**src/rtl/mips_mc_ctrl_if.sv**
```systemverilog
// Control bundle between the multicycle MIPS datapath and its main FSM.
// slave is the controller side, master is the datapath side.
interface mips_mc_ctrl_if #(
  parameter int OP_WIDTH    = 6,
  parameter int FUNCT_WIDTH = 6,
  parameter int ALUC_WIDTH  = 4
);
  logic                   enable;
  logic [OP_WIDTH-1:0]    opcode;
  logic [FUNCT_WIDTH-1:0] funct;
  logic                   zero;
  logic                   pc_write;
  logic [1:0]             pc_src;
  logic                   iord;
  logic                   mem_write;
  logic                   ir_write;
  logic                   reg_dst;
  logic                   mem_to_reg;
  logic                   reg_write;
  logic                   alu_src_a;
  logic [2:0]             alu_src_b;
  logic [ALUC_WIDTH-1:0]  alu_ctrl;
  logic                   instr_done;
  logic                   illegal_op;
  logic [2:0]             count_state;

  modport master (
    output enable, opcode, funct, zero,
    input  pc_write, pc_src, iord, mem_write,
    input  ir_write, reg_dst, mem_to_reg,
    input  reg_write, alu_src_a, alu_src_b,
    input  alu_ctrl, instr_done, illegal_op,
    input  count_state
  );

  modport slave (
    input  enable, opcode, funct, zero,
    output pc_write, pc_src, iord, mem_write,
    output ir_write, reg_dst, mem_to_reg,
    output reg_write, alu_src_a, alu_src_b,
    output alu_ctrl, instr_done, illegal_op,
    output count_state
  );
endinterface

```
**src/rtl/mips_mc_ctrl.sv**
```systemverilog
// Main control FSM of the multicycle MIPS core: fixed 5-cycle sequence,
// Moore-decoded datapath controls from state, opcode and funct.
module mips_mc_ctrl #(
  parameter int OP_WIDTH    = 6,
  parameter int FUNCT_WIDTH = 6,
  parameter int ALUC_WIDTH  = 4
) (
  input  logic         clk,
  input  logic         reset,
  mips_mc_ctrl_if.slave bus
);

  typedef enum logic [2:0] {
    IDLE    = 3'd0,
    FETCH   = 3'd1,
    DECODE  = 3'd2,
    EXECUTE = 3'd3,
    MEMWB   = 3'd4,
    DONE    = 3'd5
  } state_t;

  localparam logic [OP_WIDTH-1:0] OP_R    = OP_WIDTH'(6'b000000);
  localparam logic [OP_WIDTH-1:0] OP_J    = OP_WIDTH'(6'b000010);
  localparam logic [OP_WIDTH-1:0] OP_BEQ  = OP_WIDTH'(6'b000100);
  localparam logic [OP_WIDTH-1:0] OP_BNE  = OP_WIDTH'(6'b000101);
  localparam logic [OP_WIDTH-1:0] OP_ADDI = OP_WIDTH'(6'b001000);
  localparam logic [OP_WIDTH-1:0] OP_ANDI = OP_WIDTH'(6'b001100);
  localparam logic [OP_WIDTH-1:0] OP_ORI  = OP_WIDTH'(6'b001101);
  localparam logic [OP_WIDTH-1:0] OP_LUI  = OP_WIDTH'(6'b001111);
  localparam logic [OP_WIDTH-1:0] OP_LW   = OP_WIDTH'(6'b100011);
  localparam logic [OP_WIDTH-1:0] OP_SW   = OP_WIDTH'(6'b101011);

  localparam logic [FUNCT_WIDTH-1:0] FN_SLL = FUNCT_WIDTH'(6'b000000);
  localparam logic [FUNCT_WIDTH-1:0] FN_ADD = FUNCT_WIDTH'(6'b100000);
  localparam logic [FUNCT_WIDTH-1:0] FN_SUB = FUNCT_WIDTH'(6'b100010);
  localparam logic [FUNCT_WIDTH-1:0] FN_AND = FUNCT_WIDTH'(6'b100100);
  localparam logic [FUNCT_WIDTH-1:0] FN_OR  = FUNCT_WIDTH'(6'b100101);
  localparam logic [FUNCT_WIDTH-1:0] FN_SLT = FUNCT_WIDTH'(6'b101010);

  localparam logic [ALUC_WIDTH-1:0] ALU_AND = ALUC_WIDTH'(4'b0000);
  localparam logic [ALUC_WIDTH-1:0] ALU_OR  = ALUC_WIDTH'(4'b0001);
  localparam logic [ALUC_WIDTH-1:0] ALU_ADD = ALUC_WIDTH'(4'b0010);
  localparam logic [ALUC_WIDTH-1:0] ALU_SUB = ALUC_WIDTH'(4'b0110);
  localparam logic [ALUC_WIDTH-1:0] ALU_SLT = ALUC_WIDTH'(4'b0111);
  localparam logic [ALUC_WIDTH-1:0] ALU_SLL = ALUC_WIDTH'(4'b1000);
  localparam logic [ALUC_WIDTH-1:0] ALU_LUI = ALUC_WIDTH'(4'b1001);

  state_t state;
  logic   illegal;

  logic is_r, is_j, is_beq, is_bne;
  logic is_addi, is_andi, is_ori, is_lui;
  logic is_lw, is_sw, is_br, is_wimm;
  logic fn_ok, legal;
  logic [ALUC_WIDTH-1:0] r_alu;

  assign is_r    = bus.opcode == OP_R;
  assign is_j    = bus.opcode == OP_J;
  assign is_beq  = bus.opcode == OP_BEQ;
  assign is_bne  = bus.opcode == OP_BNE;
  assign is_addi = bus.opcode == OP_ADDI;
  assign is_andi = bus.opcode == OP_ANDI;
  assign is_ori  = bus.opcode == OP_ORI;
  assign is_lui  = bus.opcode == OP_LUI;
  assign is_lw   = bus.opcode == OP_LW;
  assign is_sw   = bus.opcode == OP_SW;
  assign is_br   = is_beq | is_bne;
  assign is_wimm = is_addi | is_andi
                 | is_ori | is_lui;

  always_comb begin
    r_alu = ALU_AND;
    fn_ok = 1'b1;
    unique case (bus.funct)
      FN_ADD:  r_alu = ALU_ADD;
      FN_SUB:  r_alu = ALU_SUB;
      FN_AND:  r_alu = ALU_AND;
      FN_OR:   r_alu = ALU_OR;
      FN_SLT:  r_alu = ALU_SLT;
      FN_SLL:  r_alu = ALU_SLL;
      default: fn_ok = 1'b0;
    endcase
  end

  assign legal = (is_r & fn_ok) | is_j | is_br
               | is_wimm | is_lw | is_sw;

  always_ff @(posedge clk) begin
    if (!reset) begin
      state   <= IDLE;
      illegal <= 1'b0;
    end else begin
      if (state == DECODE && !legal)
        illegal <= 1'b1;
      unique case (state)
        IDLE:    state <= bus.enable ? FETCH : IDLE;
        FETCH:   state <= DECODE;
        DECODE:  state <= EXECUTE;
        EXECUTE: state <= MEMWB;
        MEMWB:   state <= DONE;
        DONE:    state <= bus.enable ? FETCH : IDLE;
        default: state <= IDLE;
      endcase
    end
  end

  logic       pw, io, mw, irw;
  logic       rd, m2r, rw, sa, dn;
  logic [1:0] ps;
  logic [2:0] sb;
  logic [ALUC_WIDTH-1:0] alu;

  always_comb begin
    pw  = 1'b0;
    ps  = 2'b00;
    io  = 1'b0;
    mw  = 1'b0;
    irw = 1'b0;
    rd  = 1'b0;
    m2r = 1'b0;
    rw  = 1'b0;
    sa  = 1'b0;
    sb  = 3'b000;
    alu = ALU_AND;
    dn  = 1'b0;
    unique case (state)
      FETCH: begin
        irw = 1'b1;
        pw  = 1'b1;
        sb  = 3'b001;
        alu = ALU_ADD;
      end
      DECODE: begin
        sb  = 3'b011;
        alu = ALU_ADD;
      end
      EXECUTE: begin
        unique case (1'b1)
          is_r: begin
            sa  = 1'b1;
            alu = r_alu;
          end
          is_addi, is_lw, is_sw: begin
            sa  = 1'b1;
            sb  = 3'b010;
            alu = ALU_ADD;
          end
          is_andi: begin
            sa  = 1'b1;
            sb  = 3'b100;
          end
          is_ori: begin
            sa  = 1'b1;
            sb  = 3'b100;
            alu = ALU_OR;
          end
          is_lui: begin
            sb  = 3'b100;
            alu = ALU_LUI;
          end
          is_br: begin
            sa  = 1'b1;
            alu = ALU_SUB;
            ps  = 2'b01;
            pw  = bus.zero ^ is_bne;
          end
          is_j: begin
            pw  = 1'b1;
            ps  = 2'b10;
          end
          default: ;
        endcase
      end
      MEMWB: begin
        unique case (1'b1)
          is_r: begin
            rw = 1'b1;
            rd = 1'b1;
          end
          is_wimm: rw = 1'b1;
          is_sw: begin
            io = 1'b1;
            mw = 1'b1;
          end
          is_lw:   io = 1'b1;
          default: ;
        endcase
      end
      DONE: begin
        dn = 1'b1;
        if (is_lw) begin
          io  = 1'b1;
          rw  = 1'b1;
          m2r = 1'b1;
        end
      end
      default: ;
    endcase
    // an unsupported instruction still walks the sequence but commits nothing
    if (!legal && state inside {EXECUTE, MEMWB, DONE}) begin
      pw = 1'b0;
      mw = 1'b0;
      rw = 1'b0;
    end
  end

  assign bus.pc_write    = reset & pw;
  assign bus.pc_src      = {2{reset}} & ps;
  assign bus.iord        = reset & io;
  assign bus.mem_write   = reset & mw;
  assign bus.ir_write    = reset & irw;
  assign bus.reg_dst     = reset & rd;
  assign bus.mem_to_reg  = reset & m2r;
  assign bus.reg_write   = reset & rw;
  assign bus.alu_src_a   = reset & sa;
  assign bus.alu_src_b   = {3{reset}} & sb;
  assign bus.alu_ctrl    = {ALUC_WIDTH{reset}} & alu;
  assign bus.instr_done  = reset & dn;
  assign bus.illegal_op  = illegal;
  assign bus.count_state = state;

endmodule

```
**src/flat_wrapper.sv**
```systemverilog
// flat-port wrapper written by rule: the top's interface ports become plain ports
module mips_mc_ctrl_flat 
#(
  parameter int OP_WIDTH    = 6,
  parameter int FUNCT_WIDTH = 6,
  parameter int ALUC_WIDTH  = 4
)
  (clk, reset, bus_enable, bus_opcode, bus_funct, bus_zero, bus_pc_write, bus_pc_src, bus_iord, bus_mem_write, bus_ir_write, bus_reg_dst, bus_mem_to_reg, bus_reg_write, bus_alu_src_a, bus_alu_src_b, bus_alu_ctrl, bus_instr_done, bus_illegal_op, bus_count_state);
  mips_mc_ctrl_if #(.OP_WIDTH(OP_WIDTH), .FUNCT_WIDTH(FUNCT_WIDTH), .ALUC_WIDTH(ALUC_WIDTH)) bus_i ();
  input  logic clk;
  input  logic reset;
  input wire logic [$bits(bus_i.enable)-1:0] bus_enable;
  input wire logic [$bits(bus_i.opcode)-1:0] bus_opcode;
  input wire logic [$bits(bus_i.funct)-1:0] bus_funct;
  input wire logic [$bits(bus_i.zero)-1:0] bus_zero;
  output wire logic [$bits(bus_i.pc_write)-1:0] bus_pc_write;
  output wire logic [$bits(bus_i.pc_src)-1:0] bus_pc_src;
  output wire logic [$bits(bus_i.iord)-1:0] bus_iord;
  output wire logic [$bits(bus_i.mem_write)-1:0] bus_mem_write;
  output wire logic [$bits(bus_i.ir_write)-1:0] bus_ir_write;
  output wire logic [$bits(bus_i.reg_dst)-1:0] bus_reg_dst;
  output wire logic [$bits(bus_i.mem_to_reg)-1:0] bus_mem_to_reg;
  output wire logic [$bits(bus_i.reg_write)-1:0] bus_reg_write;
  output wire logic [$bits(bus_i.alu_src_a)-1:0] bus_alu_src_a;
  output wire logic [$bits(bus_i.alu_src_b)-1:0] bus_alu_src_b;
  output wire logic [$bits(bus_i.alu_ctrl)-1:0] bus_alu_ctrl;
  output wire logic [$bits(bus_i.instr_done)-1:0] bus_instr_done;
  output wire logic [$bits(bus_i.illegal_op)-1:0] bus_illegal_op;
  output wire logic [$bits(bus_i.count_state)-1:0] bus_count_state;
  assign bus_i.enable = bus_enable;
  assign bus_i.opcode = bus_opcode;
  assign bus_i.funct = bus_funct;
  assign bus_i.zero = bus_zero;
  assign bus_pc_write = bus_i.pc_write;
  assign bus_pc_src = bus_i.pc_src;
  assign bus_iord = bus_i.iord;
  assign bus_mem_write = bus_i.mem_write;
  assign bus_ir_write = bus_i.ir_write;
  assign bus_reg_dst = bus_i.reg_dst;
  assign bus_mem_to_reg = bus_i.mem_to_reg;
  assign bus_reg_write = bus_i.reg_write;
  assign bus_alu_src_a = bus_i.alu_src_a;
  assign bus_alu_src_b = bus_i.alu_src_b;
  assign bus_alu_ctrl = bus_i.alu_ctrl;
  assign bus_instr_done = bus_i.instr_done;
  assign bus_illegal_op = bus_i.illegal_op;
  assign bus_count_state = bus_i.count_state;
  mips_mc_ctrl #(.OP_WIDTH(OP_WIDTH), .FUNCT_WIDTH(FUNCT_WIDTH), .ALUC_WIDTH(ALUC_WIDTH)) u_core (.clk(clk), .reset(reset), .bus(bus_i));
endmodule
```
**config.mk**
```make
export PLATFORM = sky130hd
export DESIGN_NAME = mips_mc_ctrl_flat
export DESIGN_NICKNAME = d
export VERILOG_FILES = /design/src/rtl/mips_mc_ctrl_if.sv /design/src/rtl/mips_mc_ctrl.sv /design/src/flat_wrapper.sv
export SDC_FILE = /design/constraint.sdc
export NUM_CORES = 1
export LEC_CHECK = 0
export CORE_AREA = 2 2 40 60
export DETAILED_ROUTE_END_ITERATION = 12
export DIE_AREA = 0 0 42 62
export PLACE_DENSITY = 0.82
export SLEW_MARGIN = 20
export SYNTH_ARGS = -nofsm -noshare
export SYNTH_HDL_FRONTEND = slang
export SYNTH_SLANG_ARGS = --single-unit
```
**constraint.sdc**
```tcl
create_clock -name clk -period 1.5 [get_ports clk]
set_input_delay 0.15 -clock clk [delete_from_list [all_inputs] [get_ports clk]]
set_output_delay 0.15 -clock clk [all_outputs]
set_load 0.02 [all_outputs]
```
After elaboration in Yosys (flattened, before gate mapping)
Index checks and enable logic that the tools add are counted.

operators by class
  muxes and demuxes = 29
  bitwise operators = 23
  reductions and logical operators = 15
  eq/ne operators = 19

operators by type and width
  cell                                                              count
  6-bit == test (second input constant)                             7
  4-bit case mux with 5 select lines                                2
  6-bit by 4-bit == test with 1-bit output (second input constant)  4
  1-bit 2-to-1 mux                                                  17
  3-bit case mux with 5 select lines                                1
  6-bit by 3-bit == test with 1-bit output (second input constant)  2
  6-bit zero test                                                   2
  1-bit AND                                                         10
  1-bit bitwise OR                                                  9
  3-bit case mux with 3 select lines                                1
  1-bit case mux with 2 select lines                                4
  4-bit case mux with 2 select lines                                1
  2-bit OR reduction                                                4
  7-bit OR reduction                                                1
  3-bit by 2-bit == test with 1-bit output (second input constant)  2
  3-bit == test (second input constant)                             2
  6-bit by 2-bit == test with 1-bit output (second input constant)  1
  3-bit case mux with 2 select lines                                1
  3-bit OR reduction                                                2
  6-bit OR reduction                                                1
  4-bit AND                                                         1
  2-bit case mux with 2 select lines                                1
  3-bit AND                                                         1
  3-bit by 1-bit == test with 1-bit output (second input constant)  1
  7 further kinds                                                   8

storage, ports and cells
  register bits = 4
  output and inout bits = 22
  input bits = 16
  word-level logic and storage cells = 88

Depth between registers and ports, before layout
  word-level depth = 13
  gate-level depth with buffers = 5
  mapped depth without buffers = 4

Worst setup path before layout
No wires, ideal clock.

  path kind = reg2out
  start = register u_core.state[0], in the netlist u_core.bus.count_state[0]
  end = output port bus_alu_src_a
  path buffers = 2
  arrival = 1.715 ns
  cell stages (with the launch flop) = 5
  required time = 1.350 ns
  setup slack = -0.365 ns
  path through = dfxtp_1 clkbuf_1 clkbuf_1 nand3_1 a211oi_1

on the way
  cells in the longest elaborated chain, start to end = 3

ends and longest elaborated chain
  element                                   RTL line             text
  start: declaration                        mips_mc_ctrl.sv:48   state_t state;
  start signal: assignment                  mips_mc_ctrl.sv:96   IDLE: state <= bus.enable ? FETCH : IDLE;
  start signal: assignment                  mips_mc_ctrl.sv:101  DONE: state <= bus.enable ? FETCH : IDLE;
  3-bit by 2-bit == test with 1-bit output  mips_mc_ctrl.sv:126  unique case (state)
  1-bit 2-to-1 mux                          mips_mc_ctrl.sv:126
  1-bit AND                                 mips_mc_ctrl.sv:215  assign bus.alu_src_a = reset & sa;
  end: declaration                          flat_wrapper.sv:24   output wire logic [$bits(bus_i.alu_src_a)-1:0] bus_alu_src_a;

Every way passes these cells.

Final worst setup path
  start = input port bus_opcode[5]
  end = output port bus_reg_write

on the way
  cells in the longest elaborated chain, start to end = 11
  elaborated cells on any way between the ends = 28
  classes of those cells = eq/ne (9); mux (4); bitwise (11); reduce/logical (4)

ends and longest elaborated chain
  element                                                           RTL line                                text
  start: declaration                                                flat_wrapper.sv:13                      input wire logic [$bits(bus_i.opcode)-1:0] bus_opcode;
  6-bit by 4-bit == test with 1-bit output (tied with other cells)  mips_mc_ctrl.sv:61                      assign is_addi = bus.opcode == OP_ADDI;
  1-bit bitwise OR / 1-bit AND (equally long branches)              mips_mc_ctrl.sv:68, mips_mc_ctrl.sv:85
  1-bit bitwise OR (on tied branches) (2 in series)                 mips_mc_ctrl.sv:69, mips_mc_ctrl.sv:85
  1-bit bitwise OR (3 in series)                                    mips_mc_ctrl.sv:86                      | is_wimm | is_lw | is_sw;
  1-bit zero test                                                   mips_mc_ctrl.sv:200                     if (!legal && state inside {EXECUTE, MEMWB, DONE}) begin
  1-bit logical AND                                                 mips_mc_ctrl.sv:200
  1-bit 2-to-1 mux *                                                mips_mc_ctrl.sv:200
  1-bit AND *                                                       mips_mc_ctrl.sv:214                     assign bus.reg_write = reset & rw;
  end: declaration                                                  flat_wrapper.sv:23                      output wire logic [$bits(bus_i.reg_write)-1:0] bus_reg_write;

Mark *: on every way between the ends. The rest lies on a longest branch, timed or not.

==> impl_metrics.tcl <==
set metrics [dict create \
    powerDensity_mw_per_mm2 453 \
    ys_warn_count 0 \
    endpoint "bus_reg_write" \
    drv_cap 0 \
    period_share_pct 113 \
    p_total_mw 0.677 \
    endpoint_kind "output pin" \
    synthDistinctLibCells 36 \
    num_rows 21 \
    irDropWorstVdd_mv 0.201 \
    slowest_stage "or3_4" \
    fin_skew_ns 0.00541 \
    leakage_nw 0.665 \
    cts_max_level 1 \
    final_layout_size_suffix_gt1_share_pct 54.0 \
    relSlewSlack_pct 82.1 \
    die_w_microns 42 \
    syn-num-nets 119 \
    startpoint "bus_opcode[5]" \
    path_depth 6 \
    grt_usage_pct 22.9 \
    critPathMaxStageDelay_ns 0.40 \
    via_count 1099 \
    die_y_microns 62 \
    crit_type "input port to output pin" \
    antenna_found_initial 0 \
    io_pins 38 \
    cp_num_buf_inv 2 \
    hold_slack_ns 0.423 \
    ys.flop_type "dfxtp_1" \
    clk_pin_slew_ns 0.04 \
    fin_ws_ns -0.202 \
    worstMarginPinSlew_ns 0.266 \
    grt_pass1_vias 1054 \
    detail-route-antenna-nets 0 \
    finalHoldViolations 0 \
    grt_pass1_wl_mm 4.60 \
    drc 0 \
    synth_top_cell_area_share_pct 11.7 \
    grt_max_degree 9 \
    synth_edf_count 0 \
    core_area_sq_mm 0.00213 \
    worstSkewPairLatency_ns 0.26 \
    r2r_start "u_core.bus.count_state[1]" \
    post_drt_wl_per_cell_microns 15.1 \
    finalMaxSlewViolations 0 \
    synthCells 103 \
    gr-total-overflow 0 \
    crit_top_cell "buf_6" \
    setup_viol 8 \
    synth_area_leader_cell "dfxtp_1" \
    synthArstFlopShare_pct 0 \
    drtIter0Drc 55 \
    port_buffers 37 \
    crit_path_cell_trace "buf_6 -> or3_4 -> nor3_4 -> a21bo_4 -> a221oi_4 -> buf_6" \
    arrival_ns 1.55 \
    cp.required_ns 1.35 \
    violations "setup timing" \
    n_antenna_cell 0 \
    cts_buffer_depth 2 \
    numClockSinks 4 \
    synth_commonest_cells "nor2_1 (10), nand2_1 (9), a21oi_1 (7), nor3_1 (7), nor2b_1 (6)" \
    critPathTopFamily "simple AND/OR/NAND/NOR gates" \
    reg2reg_setup_slack_ns 0.32 \
    drt-vias-per-instance 5.58 \
    syn2layout_area_growth_pct 119 \
    reg2reg_depth 5 \
    synth_seq_cells 4 \
    synthTopCellsByArea "dfxtp_1 (12%), nor2_1 (5.5%), nor2b_1 (5.5%)" \
    drtPass1Iterations 4 \
    finalWeightedCongestion 1.01 \
    ys_seq_area_share_pct 11.7 \
    r2r-end "u_core.bus.count_state[0]" \
    fin_nets 192 \
    cts_root_buffer "clkbuf_4" \
    die_area_sq_mm 0.00260 \
    cp-start-kind "input port" \
    tritoncts "built" \
    totalWireLength_mm 2.97 \
    rsz0062_at_grt "true" \
    dp_hpwl_mm 2.22 \
    status "finished with violations" \
    cp_max_fo 2 \
    post-synth-top-count-cell "nor2_1" \
    hp-class "input port to register" \
    min_period_ns 1.70 \
    synth.avg_cell_area_sq_um 6.62 \
    syn-cell-area_sq_um 682 \
    start_util_pct 32.0 \
    cts_buffers 3 \
    fmax_mhz 587 \
]
## placed cells by master, fill, tap and decap left out, drive strengths merged, types with 5 or more instances in the layout
| cell type | n |
|---|---|
| dlygate4sd2 | 7 |
| clkdlybuf4s50 | 5 |
| nand3 | 5 |
| nor3 | 8 |
| buf | 63 |
| a21oi | 7 |
| nand2 | 9 |
| nor2 | 10 |
| nor2b | 6 |
| nand2b | 5 |
## layer usage
metal	vias to the layer above	part of all wire (%)	GRT usage, %
li1	518	-	-
met1	517	37	24.0
met2	49	54	44.4
met3	15	5.0	3.18
met4	0	3.8	12.4
met5	-	0	0
## area by class of cell
type / count / area, sq um
fillers: 153 / 634
well taps: 23 / 28.8
multi-input cells: 89 / 703
repair buffers: 77 / 653
clock buffers: 3 / 22.5
inverters: 1 / 3.75
flip-flops and latches: 4 / 82.6
## through the flow
step | setup slack, ns | instances | cell area (sq um) | utilization (%) | TNS (ns)
floorplan | -0.175 | 103 | 756 | - | -0.354
global placement | -1.00 | 190 | 1370 | 64.6 | -12.71
detailed placement | -1.08 | 190 | 1370 | 64.6 | -13.47
CTS | -0.185 | 196 | 1470 | 69.1 | -0.626
global route | -0.243 | 197 | 1490 | 70.2 | -1.10
finish | -0.202 | 197 | 1490 | 70.2 | -0.499
## worst min-delay path, cell delays in order
cell	delay [ns]
dlygate4sd2_1	0.25
buf_4	0.13
nor2b_1	0.11
## how the worst min path moves through the flow
stage | start | to | slack, ns | cells past startpoint
final | reset | u_core.bus.count_state[2] | 0.42 | 3
after global placement | u_core.bus.illegal_op | u_core.bus.illegal_op | 0.45 | 1
after CTS | reset | u_core.bus.count_state[2] | 0.41 | 3
after floorplan | reset | u_core.bus.illegal_op | 0.27 | 1
after detailed placement | u_core.bus.illegal_op | u_core.bus.illegal_op | 0.48 | 1
after global routing | reset | u_core.bus.count_state[2] | 0.45 | 3
## flip-flops by register name, summed over array words and instances (netlist names)
register	cells
u_core.bus.count_state	3
u_core.bus.illegal_op	1
## power by group
| group | total [mW] | switching [mW] | leakage, nW | internal [mW] |
|---|---|---|---|---|
| Clock | 0.154 | 0.0630 | 0.0138 | 0.0908 |
| Combinational | 0.395 | 0.196 | 0.618 | 0.199 |
| Sequential | 0.129 | 0.00988 | 0.0336 | 0.119 |
| Total | 0.677 | 0.269 | 0.665 | 0.409 |
## kinds of logic after synthesis
kind of cell | after synthesis | share of synthesized area [%]
AO/OA/AOI/OAI | 23 | 24.6
buffers and inverters | 10 | 7.34
XOR/XNOR | 2 | 2.57
AND/OR/NAND/NOR | 64 | 53.8
flip-flops | 4 | 11.7
## what timing repair did
item                                    in CTS  in global routing
pin swaps                                   16                  8
hold buffers                                 0                  0
setup buffers                                3                  1
endpoints found under the setup margin      20                 18
hold endpoints to repair                     0                  0
resized for setup                          133                 19
(Power assumes the default switching activity.)
